$ cat src/rtl/tlk2711_sat_counter.sv
// Saturating up-counter with synchronous clear that beats increment.
module tlk2711_sat_counter #(
  parameter int W = 32
) (
  input  logic         clk,
  input  logic         rst,
  input  logic         clr,
  input  logic         inc,
  output logic [W-1:0] o_cnt
);

  logic [W-1:0] cnt_d, cnt_q;

  // Next count: clear first, otherwise increment until all-ones.
  always_comb begin
    cnt_d = cnt_q;
    if (clr)
      cnt_d = '0;
    else if (inc && (cnt_q != '1))
      cnt_d = cnt_q + 1'b1;
  end

  // Count register.
  always_ff @(posedge clk) begin
    if (rst) cnt_q <= '0;
    else     cnt_q <= cnt_d;
  end

  assign o_cnt = cnt_q;

endmodule

$ cat config.mk
export PLATFORM = sky130hd
export DESIGN_NAME = tlk2711_sat_counter
export DESIGN_NICKNAME = d
export VERILOG_FILES = /design/src/rtl/tlk2711_sat_counter.sv
export SDC_FILE = /design/constraint.sdc
export NUM_CORES = 1
export LEC_CHECK = 0
export ABC_AREA = 1
export CORE_UTILIZATION = 50
export CTS_BUF_LIST = sky130_fd_sc_hd__clkbuf_8
export DETAILED_ROUTE_END_ITERATION = 8
export DONT_BUFFER_PORTS = 1
export GPL_ROUTABILITY_DRIVEN = 0
export PLACE_DENSITY_LB_ADDON = 0.1
export SKIP_CTS_REPAIR_TIMING = 1
export SYNTH_ARGS = -nofsm -noshare
export SYNTH_HDL_FRONTEND = slang
export SYNTH_SLANG_ARGS = --single-unit
$ cat constraint.sdc
create_clock -name clk -period 1.84 [get_ports clk]
set_input_delay 0.184 -clock clk [delete_from_list [all_inputs] [get_ports clk]]
set_output_delay 0.184 -clock clk [all_outputs]
set_load 0.1 [all_outputs]
==> run metrics <==
area fraction of the dominant cell type after synthesis=0.3057; fin. max-slew vios=0; register area share after synthesis=0.3057; Ports=36; overflow left after global routing=0; Period minus WS final=~1.6 ns; Async SR Flop Fraction=0; row count=23; required time worst endpoint=2.02 ns; max reg flops=32; Warnings, synthesis=0; status=complete, no violations; Yosys reg bits=32; Avg Inst Size Synth=approximately 6.4 um2; top_reg_cell synth=dfxtp_1; met2 GRT Util=0.4242; Worst-Margin Slew=roughly 0.35 ns; WP data arrival=approximately 1.8 ns; Startpoint Class=register; DRC violations left=0; PD cells=approximately 590 nW/um2; Clock Tree Buf Depth=2; layout cell share with drive strength beyond 1=0.2992; max cap viols=0; DRT iter0 DRCs=between 100 and 150; final cell utilization of the core=0.6350; Post-DP HPWL=4.078 mm; clock latency at the later pin of the worst-skew pair=between 0.2 and 0.3 ns; Synth Instances=325; Die Span Y=between 60 and 70 um; Fmax=roughly 610 MHz; DRT Wirelength=5.645 mm; syn_nets=330; most frequent cell after synthesis=nand2_1; final period utilization=0.8942; Syn Std Cell Area=roughly 2100 um2; core region area=4000 um2; Max transition margin=0.7655; Area Overhead vs Synth=21.19%; port bufs=0; first-pass iteration count of the detailed router=4; Tot Pwr=between 1.5 and 2 mW; initial antenna violation count=0; CTS buffer count=5; tightest hold margin=~0.038 ns; GRT met1 Usage=0.3732; Most Crowded Layer GR=met2; Die Wd=around 67 um; Synth area leaders=dfxtp_1 31%, nand2_1 14%, nor2_1 12%; leakage=between 0.9 and 1 nW; initial core utilization=0.5239; Fillers=approximately 380; total track usage=0.2738; DRT antenna net count=0; Yosys cell types=27; final hold vios=0; CTS sink cnt=32; largest net degree at the start of global routing=28; clock root buffer=clkbuf_8; CTS tree=done; Via density=between 5 and 6; unrepaired setup endpoints after global routing=no; crit path kind=register to register; # diodes=0; Die ar.=4454 um2; DP Worst Slack=roughly 0.16 ns; clock-pin slew on the worst setup and hold paths=0.07 ns; Post-synth EDFFs=0; first-pass GRT wire length=between 9 and 10 mm; CP max FO=13; final setup fails=0; via count=roughly 2200; VDD IR max=~500 uV; Hold Crit Class=primary input to register; number of global-route vias before repair=~2000; top cells by count, synth=79 x nand2_1, 67 x nor2_1, 32 x dfxtp_1, 31 x nand3_1, 24 x inv_1; DR WL/cell=13.73 um; H-tree depth=2; fin worst setup slack=roughly 0.19 ns; GR Util met3=0.06336; area leader, netlist=dfxtp_1; nets=365; CP Capture Type=register; Fin Setup TNS=0 ns; Worst Skew=about 0.011 ns
## worst max-delay path, stage by stage, from the launching register on
cell and delay (ns):
dfxtp_4 0.37, ha_1 0.21, nand2_2 0.09, nor2_4 0.12
nand2_4 0.08, nor2_4 0.17, nand3b_4 0.22, a21oi_1 0.21
nor2_1 0.06
## layout by cell type (no fill, tap or decap), drive strengths merged
cell type and count:
nand4 14, nor3 4, xnor2 1, nor2 82, a31oi 4, o21ai 2, clkbuf 7, ha 1
or2 1, a21oi 23, inv 24, and2 2, dfxtp 32, xor2 1, nand2 88, nand3 35
buf 35, bufinv 1, nand3b 4
## final cells by class
type | count | area (um2) | share of cell area
clock inverters | 1 | 30.03 | 0.01182
well taps | 50 | 62.56 | 0.02463
clock buffers | 7 | 96.34 | 0.03793
inverters | 24 | 90.09 | 0.03547
multi-input cells | 262 | 1313 | 0.5167
flip-flops and latches | 32 | 685.7 | 0.2700
repair buffers | 35 | 262.8 | 0.1034
## layer usage
metal  routed length [um]  part of all wire  vias up
li1                     -                 -     1128
met1                 2742              0.49     1048
met2                 2537              0.45       63
met3                  306             0.054        6
met4                   59             0.010        0
met5                    0                 0        -
## power by group
group          leakage, nW  internal, mW  switching [mW]
logic                0.612        0.0124          0.0346
clock network       0.0645         0.478           0.284
registers            0.275         0.691         0.00182
## worst paths after layout
path	from	to	slack, ns	cells past startpoint
worst max-delay path	o_cnt[0]$_SDFFE_PP0P_	o_cnt[29]$_SDFFE_PP0P_	0.19	8
worst min-delay path	inc	o_cnt[0]$_SDFFE_PP0P_	0.04	2
worst max register to register	o_cnt[0]$_SDFFE_PP0P_	o_cnt[29]$_SDFFE_PP0P_	0.19	8
worst min register to register	o_cnt[0]$_SDFFE_PP0P_	o_cnt[0]$_SDFFE_PP0P_	0.51	2
## stage by stage
step,instances,cell area (um2)
after floorplan,325,2141
after global placement,402,2394
after detailed placement,402,2394
after CTS,410,2520
after global routing,411,2540
final,411,2540
## kinds of logic after synthesis
group,share of synthesized area
AOI/OAI and AO/OA,0.07522
xor gates and xnor gates,0.008360
DFF,0.3057
and+or+nand+nor,0.5272
buffers and inverters,0.07761
adders and majority gates,0.005969
Power figures use the tool's default switching activity.
